<file path="config.mk">
export PLATFORM = sky130hd
export DESIGN_NAME = pixel_write_combiner
export DESIGN_NICKNAME = d
export VERILOG_FILES = /design/src/rtl/pixel_write_combiner.sv
export SDC_FILE = /design/constraint.sdc
export NUM_CORES = 1
export LEC_CHECK = 0
export CORE_AREA = 2 2 202 204
export CTS_CLUSTER_SIZE = 12
export DETAILED_ROUTE_END_ITERATION = 8
export DIE_AREA = 0 0 204 206
export DONT_BUFFER_PORTS = 1
export PLACE_DENSITY = 0.59
export SLEW_MARGIN = 20
export SYNTH_ARGS = -nofsm -noshare
export SYNTH_HDL_FRONTEND = slang
export SYNTH_SLANG_ARGS = --single-unit
</file>
<file path="constraint.sdc">
create_clock -name clk -period 3.8 [get_ports clk]
set_clock_uncertainty 0.15 [all_clocks]
set_input_delay 0.38 -clock clk [delete_from_list [all_inputs] [get_ports clk]]
set_output_delay 0.38 -clock clk [all_outputs]
set_load 0.05 [all_outputs]
</file>
<file path="src/rtl/pixel_write_combiner.sv">
// Merges byte-wide draw-engine writes into 32-bit word writes queued to the frame store.
// Optional COMBINER_STATS_EN adds stat_in/stat_out transfer counters.
module pixel_write_combiner #(
  parameter int unsigned DEPTH   = 4,
  parameter int unsigned TIMEOUT = 15
) (
  input  logic        clk,
  input  logic        rst_n,
  input  logic        de_req,
  output logic        de_ack,
  input  logic [17:0] de_addr,
  input  logic [3:0]  de_nbyte,
  input  logic        de_rnw,
  input  logic [31:0] de_w_data,
  output logic [31:0] de_r_data,
  input  logic        flush,
  output logic        idle,
  output logic        mem_req,
  input  logic        mem_ack,
  output logic [17:0] mem_addr,
  output logic [3:0]  mem_nbyte,
  output logic        mem_rnw,
  output logic [31:0] mem_w_data,
  input  logic [31:0] mem_r_data
`ifdef COMBINER_STATS_EN
  ,
  output logic [15:0] stat_in,
  output logic [15:0] stat_out
`endif
);

  localparam int unsigned AW = $clog2(DEPTH);

  typedef enum logic [1:0] {M_IDLE, M_WRITE, M_READ} mstate_e;

  mstate_e     state_q, state_d;

  logic        cmb_valid_q, cmb_valid_d;
  logic [17:0] cmb_addr_q, cmb_addr_d;
  logic [3:0]  cmb_nbyte_q, cmb_nbyte_d;
  logic [31:0] cmb_data_q, cmb_data_d;
  logic [7:0]  tmo_q, tmo_d;

  logic        rd_pend_q, rd_pend_d;
  logic        rd_ack_q, rd_ack_d;
  logic [31:0] de_r_data_q, de_r_data_d;
  logic        idle_q, idle_d;

  logic        mem_req_q, mem_req_d;
  logic [17:0] mem_addr_q, mem_addr_d;
  logic [3:0]  mem_nbyte_q, mem_nbyte_d;
  logic        mem_rnw_q, mem_rnw_d;
  logic [31:0] mem_w_data_q, mem_w_data_d;

  logic [17:0] fifo_addr  [DEPTH];
  logic [3:0]  fifo_nbyte [DEPTH];
  logic [31:0] fifo_data  [DEPTH];
  logic [AW-1:0] wr_ptr_q, rd_ptr_q;
  logic [AW:0]   count_q, count_d;

  logic fifo_full, fifo_empty;
  logic addr_match, wr_acc, retire_cond, push, pop;
  logic [31:0] merged_data;

  assign fifo_full  = (count_q == (AW+1)'(DEPTH));
  assign fifo_empty = (count_q == '0);
  assign addr_match = cmb_valid_q && (cmb_addr_q == de_addr);

  // Write acceptance is combinational so a stream of hits to the open word never stalls.
  assign wr_acc = de_req && !de_rnw && !rd_pend_q &&
                  (!cmb_valid_q || addr_match || !fifo_full);

  assign retire_cond = (cmb_nbyte_q == 4'h0) || (tmo_q == 8'(TIMEOUT)) ||
                       flush || rd_pend_q;

  always_comb begin
    merged_data = cmb_data_q;
    for (int unsigned i = 0; i < 4; i++) begin
      if (!de_nbyte[i]) merged_data[8*i +: 8] = de_w_data[8*i +: 8];
    end
  end

  // Combiner: accept (load / merge / evict+load) has priority; retire only on idle cycles.
  always_comb begin
    cmb_valid_d = cmb_valid_q;
    cmb_addr_d  = cmb_addr_q;
    cmb_nbyte_d = cmb_nbyte_q;
    cmb_data_d  = cmb_data_q;
    tmo_d       = tmo_q;
    push        = 1'b0;
    if (wr_acc) begin
      tmo_d = '0;
      if (addr_match) begin
        cmb_nbyte_d = cmb_nbyte_q & de_nbyte;
        cmb_data_d  = merged_data;
      end else begin
        push        = cmb_valid_q;
        cmb_valid_d = 1'b1;
        cmb_addr_d  = de_addr;
        cmb_nbyte_d = de_nbyte;
        cmb_data_d  = de_w_data;
      end
    end else if (cmb_valid_q) begin
      if (retire_cond && !fifo_full) begin
        push        = 1'b1;
        cmb_valid_d = 1'b0;
        tmo_d       = '0;
      end else if (tmo_q != 8'(TIMEOUT)) begin
        tmo_d = tmo_q + 8'd1;
      end
    end else begin
      tmo_d = '0;
    end
  end

  always_comb begin
    case ({push, pop})
      2'b10:   count_d = count_q + (AW+1)'(1);
      2'b01:   count_d = count_q - (AW+1)'(1);
      default: count_d = count_q;
    endcase
  end

  always_comb begin
    rd_pend_d = rd_pend_q;
    if (rd_ack_q) rd_pend_d = 1'b0;
    else if (de_req && de_rnw) rd_pend_d = 1'b1;
  end

  assign idle_d = !cmb_valid_q && fifo_empty && (state_q == M_IDLE);

  // Memory FSM: buffered writes drain before any read is issued.
  always_comb begin
    state_d      = state_q;
    mem_req_d    = mem_req_q;
    mem_addr_d   = mem_addr_q;
    mem_nbyte_d  = mem_nbyte_q;
    mem_rnw_d    = mem_rnw_q;
    mem_w_data_d = mem_w_data_q;
    de_r_data_d  = de_r_data_q;
    rd_ack_d     = 1'b0;
    pop          = 1'b0;
    case (state_q)
      M_IDLE: begin
        if (!fifo_empty) begin
          state_d      = M_WRITE;
          mem_req_d    = 1'b1;
          mem_rnw_d    = 1'b0;
          mem_addr_d   = fifo_addr[rd_ptr_q];
          mem_nbyte_d  = fifo_nbyte[rd_ptr_q];
          mem_w_data_d = fifo_data[rd_ptr_q];
        end else if (rd_pend_q && !cmb_valid_q && !rd_ack_q) begin
          state_d     = M_READ;
          mem_req_d   = 1'b1;
          mem_rnw_d   = 1'b1;
          mem_nbyte_d = 4'h0;
          mem_addr_d  = de_addr;
        end
      end
      M_WRITE: begin
        if (mem_ack) begin
          pop       = 1'b1;
          mem_req_d = 1'b0;
          state_d   = M_IDLE;
        end
      end
      M_READ: begin
        if (mem_ack) begin
          mem_req_d   = 1'b0;
          de_r_data_d = mem_r_data;
          rd_ack_d    = 1'b1;
          state_d     = M_IDLE;
        end
      end
      default: state_d = M_IDLE;
    endcase
  end

  always_ff @(posedge clk or negedge rst_n) begin
    if (!rst_n) begin
      state_q      <= M_IDLE;
      cmb_valid_q  <= 1'b0;
      cmb_addr_q   <= '0;
      cmb_nbyte_q  <= '1;
      cmb_data_q   <= '0;
      tmo_q        <= '0;
      rd_pend_q    <= 1'b0;
      rd_ack_q     <= 1'b0;
      de_r_data_q  <= '0;
      idle_q       <= 1'b1;
      mem_req_q    <= 1'b0;
      mem_addr_q   <= '0;
      mem_nbyte_q  <= '1;
      mem_rnw_q    <= 1'b0;
      mem_w_data_q <= '0;
      wr_ptr_q     <= '0;
      rd_ptr_q     <= '0;
      count_q      <= '0;
    end else begin
      state_q      <= state_d;
      cmb_valid_q  <= cmb_valid_d;
      cmb_addr_q   <= cmb_addr_d;
      cmb_nbyte_q  <= cmb_nbyte_d;
      cmb_data_q   <= cmb_data_d;
      tmo_q        <= tmo_d;
      rd_pend_q    <= rd_pend_d;
      rd_ack_q     <= rd_ack_d;
      de_r_data_q  <= de_r_data_d;
      idle_q       <= idle_d;
      mem_req_q    <= mem_req_d;
      mem_addr_q   <= mem_addr_d;
      mem_nbyte_q  <= mem_nbyte_d;
      mem_rnw_q    <= mem_rnw_d;
      mem_w_data_q <= mem_w_data_d;
      count_q      <= count_d;
      if (push) wr_ptr_q <= wr_ptr_q + AW'(1);
      if (pop)  rd_ptr_q <= rd_ptr_q + AW'(1);
    end
  end

  always_ff @(posedge clk) begin
    if (push) begin
      fifo_addr[wr_ptr_q]  <= cmb_addr_q;
      fifo_nbyte[wr_ptr_q] <= cmb_nbyte_q;
      fifo_data[wr_ptr_q]  <= cmb_data_q;
    end
  end

`ifdef COMBINER_STATS_EN
  logic [15:0] stat_in_q, stat_out_q;

  always_ff @(posedge clk or negedge rst_n) begin
    if (!rst_n) begin
      stat_in_q  <= '0;
      stat_out_q <= '0;
    end else begin
      if (wr_acc) stat_in_q  <= stat_in_q + 16'd1;
      if (pop)    stat_out_q <= stat_out_q + 16'd1;
    end
  end

  assign stat_in  = stat_in_q;
  assign stat_out = stat_out_q;
`endif

  assign de_ack     = rd_ack_q || wr_acc;
  assign de_r_data  = de_r_data_q;
  assign idle       = idle_q;
  assign mem_req    = mem_req_q;
  assign mem_addr   = mem_addr_q;
  assign mem_nbyte  = mem_nbyte_q;
  assign mem_rnw    = mem_rnw_q;
  assign mem_w_data = mem_w_data_q;

endmodule

</file>
=== After elaboration in Yosys (flattened, before gate mapping) ===
Memory sizes are Yosys's and may differ from the RTL's. A register that Yosys moved wholly into a read port is not among the register bits.
Cells that the tools add are included.

* Register bits: 131
* Output and inout port bits: 90
* Word-level logic and storage cells: 126
* Memories kept: 3
* Input bits: 92
* RAM bits: 216

{| class="wikitable"
|+ Memory list
! memory !! words !! bits a word !! read ports !! clocked after Yosys merged registers in !! write ports !! line !! source
|-
| fifo_data || 4 || 32 || 1 || 1 || 1 || 57 || <nowiki>logic [31:0] fifo_data [DEPTH];</nowiki>
|-
| fifo_addr || 4 || 18 || 1 || 0 || 1 || 55 || <nowiki>logic [17:0] fifo_addr [DEPTH];</nowiki>
|-
| fifo_nbyte || 4 || 4 || 1 || 0 || 1 || 56 || <nowiki>logic [3:0] fifo_nbyte [DEPTH];</nowiki>
|}

* Muxes and demuxes: 39
* Add/sub/neg operators: 5
* Bitwise logic cells: 3
* Reduce and logical (&&, ||, !) cells: 39
* Equal/unequal tests: 17

{| class="wikitable"
|+ Operators with widths
! cell !! count
|-
| $mux W8 || 8
|-
| $mux W18 || 2
|-
| $mux W32 || 1
|-
| $mux W1 || 19
|-
| $eq A18 B18 Y1 || 1
|-
| $reduce_and A2 Y1 || 9
|-
| $mux W4 || 3
|-
| $logic_and A1 B1 Y1 || 10
|-
| $ne A2 B2 Y1 const B || 5
|-
| $add A8 B1 Y8 const B || 1
|-
| $eq A8 B4 Y1 const B || 1
|-
| $ne A8 B4 Y1 const B || 1
|-
| $logic_not A1 Y1 || 6
|-
| $logic_or A1 B1 Y1 || 6
|-
| $mux W2 || 3
|-
| $pmux W3 S2 || 1
|-
| $reduce_bool A2 Y1 || 3
|-
| $add A2 B1 Y2 const B || 2
|-
| $and A4 B4 Y4 || 1
|-
| $eq A2 B1 Y1 const B || 2
|-
| $eq A2 B2 Y1 const B || 2
|-
| $logic_not A4 Y1 || 1
|-
| $ne A2 B1 Y1 const B || 2
|-
| $ne A4 B1 Y1 const B || 1
|-
| other kinds (11) || 12
|}

=== Longest topological paths before layout ===
* Depth after elaboration: 10
* Gate-level depth with buffers: 12
* Mapped depth without buffers: 12

=== Worst setup path before layout ===
No wires, ideal clock.

* Kind: flip-flop to flip-flop
* From: reg tmo_q[5]
* To: mem fifo_addr[0][0], enable pin
* Data required time: 3,233 ps
* Library setup time: 417 ps
* Setup slack: 431 ps
* Stages on the path, launching flop included: 7
* Buffers on the path: 0
* Arrival: 2,802 ps
* Clock period less this slack: 3,369 ps
* Cells stage by stage: dfrtp_1 nor4_1 nand2b_1 and2_1 a21oi_1 a21boi_2 and2_1

* Cells in the longest elaborated chain, start to end: 10

{| class="wikitable"
|+ RTL lines
! what !! line !! source
|-
| from (decl) || 42 || <nowiki>logic [7:0] tmo_q, tmo_d;</nowiki>
|-
| from (signal assigned) || 205 || <nowiki>tmo_q <= tmo_d;</nowiki>
|-
| $eq A8 B4 Y1 || 73 || <nowiki>assign retire_cond = (cmb_nbyte_q == 4'h0) || (tmo_q == 8'(TIMEOUT)) ||</nowiki>
|-
| $logic_or A1 B1 Y1 (2 in a row) || 73 ||
|-
| $logic_or A1 B1 Y1 || 74 || <nowiki>flush || rd_pend_q;</nowiki>
|-
| $logic_and A1 B1 Y1 || 104 || <nowiki>if (retire_cond && !fifo_full) begin</nowiki>
|-
| $mux W1 || 104 ||
|-
| $mux W1 || 103 || <nowiki>end else if (cmb_valid_q) begin</nowiki>
|-
| $mux W1 || 91 || <nowiki>if (wr_acc) begin</nowiki>
|-
| $mux W1 || 222 || <nowiki>if (push) begin</nowiki>
|-
| $mux W1 (not written as such) || 223 || <nowiki>fifo_addr[wr_ptr_q] <= cmb_addr_q;</nowiki>
|-
| to (decl) || 55 ||
|}

No other way between the ends.

=== Final worst setup path ===
* From: reg cmb_addr_q[12]
* To: out de_ack

* Cells in the longest elaborated chain, start to end: 6

{| class="wikitable"
|+ RTL lines
! what !! line !! source
|-
| from (decl) || 39 || <nowiki>logic [17:0] cmb_addr_q, cmb_addr_d;</nowiki>
|-
| from (signal assigned) || 202 || <nowiki>cmb_addr_q <= cmb_addr_d;</nowiki>
|-
| $eq A18 B18 Y1 || 67 || <nowiki>assign addr_match = cmb_valid_q && (cmb_addr_q == de_addr);</nowiki>
|-
| $logic_and A1 B1 Y1 || 67 ||
|-
| $logic_or A1 B1 Y1 (2 in a row) || 71 || <nowiki>(!cmb_valid_q || addr_match || !fifo_full);</nowiki>
|-
| $logic_and A1 B1 Y1 || 70 || <nowiki>assign wr_acc = de_req && !de_rnw && !rd_pend_q &&</nowiki>
|-
| $logic_or A1 B1 Y1 || 246 || <nowiki>assign de_ack = rd_ack_q || wr_acc;</nowiki>
|-
| to (decl) || 10 || <nowiki>output logic de_ack,</nowiki>
|}

No other way between the ends.

==> results.cfg <==
[clock_tree]
cts-root-buf = clkbuf_16
post_cts_buffers = 0
cts_tree = yes
htreeDepth = 2
path_clk_slew_ns = 0.06
hold_buffers = 90
cts_buffer_depth = 3
cts_resized = 0
cts_buffers = 44
clkSinkCount = 379
worstSkewPairLatency_ns = 0.57

[sta]
setup_viol = 0
min_period_over_period_pct = 85.1
maxSlewViolCount = 0
relSlewSlack_pct = 38.5
tns_ns = 0
period_minus_slack_ns = 3.23
fmax_ghz = 0.309
grt_setup_unrepaired = false
hold_viol = 163
hold_ws_ns = -0.632
tightest_slew_ns = 0.921

[setup_path]
critPathBufInv = 0
crit_required_ns = 3.27
crit_chain = xor2_1 > nor4_2 > nand3_1 > o21ba_1 > or2b_1
worst_path_largest_cell_delay_ns = 0.56
path_max_fanout = 10
arrival_ns = 2.70
cp_top_family = simple AND/OR/NAND/NOR gates
cp_slowest_cell = or2b_1
endpoint_kind = output port
critPathLaunchType = flop
worstSetupPathType = flop to output port

[yosys]
synthCells = 776
syn_nets = 879
yosysSeqAreaShare_pct = 72.2
ys_ff_latch = 379
synth_warnings = 0
synthAdderAreaFrac_pct = 0.991
synth.area.mux_share_pct = 18.1
synth_cell_types = 39
syn_area_per_cell_um2 = 18.9
synthArstFlopShare_pct = 43.0
synth-compound-area-share_pct = 2.98
dominantRegCellSynth = edfxtp_1
synthXorXnorAreaFrac_pct = 1.79
yosys.area_share.simple_pct = 2.49
synth_top_family_by_area = multiplexers
syn_area_um2 = 14600
synth_edf_count = 216

[cells_and_area]
seq_area_um2 = 10600
syn_to_final_growth_pct = 21.1
finalNonFillerCells = 1461
final_util_pct = 44.1
antenna_cells = 0
multi_input_area_um2 = 3890
fill_cells = 3540
layout-drive-gt1-share_pct = 29.6
nets = 996

[power]
vdd_ir_drop_max_mv = 0.415
p_per_area_nw_per_um2 = 889
leakage_nw = 6.56
power_mw = 15.8

[global_route]
antenna_found_initial = 0
overflow = 0
grt_max_degree = 164
grt_first_pass_wirelength_um = 48500
grtUsageTotal_pct = 15.4
grt_pass1_vias = 7912

[floorplanning]
die_area_um2 = 42000
die_height_um = 206
core-area_um2 = 40200
io-pin-count = 182
start_util_pct = 36.4
fp.dieW_um = 204
rows = 74

[job]
maxCapViolations = 0

[detailed_routing]
drt-pass1-iter-count = 4
drt_iter0_drc = 447
wl_per_cell_um = 21.7
routed_wl_um = 31800
ant_nets = 0
via_count = 7311
vias_per_cell = 5.00
route.detailed.drc = 0

[status]
violations = negative hold slack
status = finished with violations

[place]
gp_congestion = 0.696
port_buffers = 0
hpwl_um = 18500
dp.cells = 1289

[worst_hold_path]
min_path_type = input pin to async pin
routing by layer:
layer	wire (µm)	global-route usage [%]
met5	0	0
met4	745	4.76
met3	1580	4.12
met2	15800	25.6
met1	13700	19.8
registers in the layout, summed over array words and instances (netlist names):
register / flops
fifo_nbyte: 16
cmb_addr_q: 18
de_r_data: 32
mem_w_data: 32
mem_addr: 18
mem_req: 1
state_q: 2
tmo_q: 8
fifo_addr: 72
count_q: 3
mem_rnw: 1
rd_pend_q: 1
cmb_valid_q: 1
cmb_nbyte_q: 4
fifo_data: 128
idle: 1
rd_ptr_q: 2
cmb_data_q: 32
wr_ptr_q: 2
mem_nbyte: 4
rd_ack_q: 1
power breakdown:
group / internal (mW) / total, mW / leakage [nW] / switching (mW)
registers: 5.69 / 8.41 / 3.89 / 2.73
clock network: 2.61 / 4.25 / 0.712 / 1.64
logic: 1.77 / 3.09 / 1.96 / 1.32
Yosys cell counts (11+ instances only):
cell type	n	area, µm²
xor2_1	19	166
mux2_4	32	480
o22ai_1	18	113
mux4_2	54	1220
xnor2_1	11	96.3
edfxtp_1	216	6490
dfrtp_1	154	3850
mux2_2	84	946
nor2_1	34	128
clkbuf_1	16	60.1
a21oi_1	29	145
kinds of logic after synthesis:
group                      count (synthesis)
buffers and inverters                     42
AOI/OAI and AO/OA                         69
adders and majority gates                 11
muxes                                    171
and+or+nand+nor                           74
xor gates and xnor gates                  30
DFF                                      379
path summary, 6_finish.rpt:
| check | from | endpoint | slack, ns | cells after the start |
|---|---|---|---|---|
| hold / removal | rst_n | cmb_addr_q[5] | -0.63 | 0 |
| max in group asynchronous | rst_n | mem_nbyte[2] | 3.81 | 0 |
| hold reg to reg | rd_ack_q | rd_pend_q | 0.32 | 1 |
| setup / recovery | cmb_addr_q[12] | de_ack | 0.57 | 5 |
| setup reg to reg | tmo_q[5] | count_q[2] | 0.72 | 11 |
| min in group clk | mem_ack | rd_ack_q | 0.09 | 3 |
layout by cell type (no fill, tap or decap), types with 6 or more instances in the layout:
master / n
o22ai_1: 18
buf_4: 10
xnor2_1: 11
nor2_1: 34
edfxtp_1: 216
a21oi_1: 28
dfstp_2: 9
xor2_1: 19
mux2_4: 32
ha_1: 10
mux2_2: 84
clkbuf_1: 17
buf_12: 6
dfrtp_1: 152
inv_1: 7
mux4_2: 54
nand2_1: 10
dlygate4sd3_1: 90
clkbuf_16: 46
worst reg2reg max path, delay by kind of cell (launching register included):
kind | cells | cell delay (ns)
XOR/XNOR | 2 | 0.31
flip-flops | 1 | 0.42
adder cells (fa/ha/maj) | 2 | 0.62
buffers and inverters | 1 | 0.09
AO/OA/AOI/OAI | 2 | 0.49
AND/OR/NAND/NOR | 4 | 0.91
cell type report:
class	count	area share [%]
Timing Repair Buffer	106	6.18
Tap cell	532	3.75
Clock inverter	17	1.29
Clock buffer	65	7.01
Inverter	7	0.148
Sequential cell	379	59.7
Multi-Input combinational cell	355	21.9
per-stage QoR:
stage          worst slack (ns)  area (µm²)
2_1_floorplan             0.431       14600
3_3_place_gp              0.822       15400
3_5_place_dp              0.728       15400
4_1_cts                   0.485       17700
5_1_grt                   0.414       17700
6_report                  0.567       17700
No activity file was read; power rests on OpenSTA's default activity.
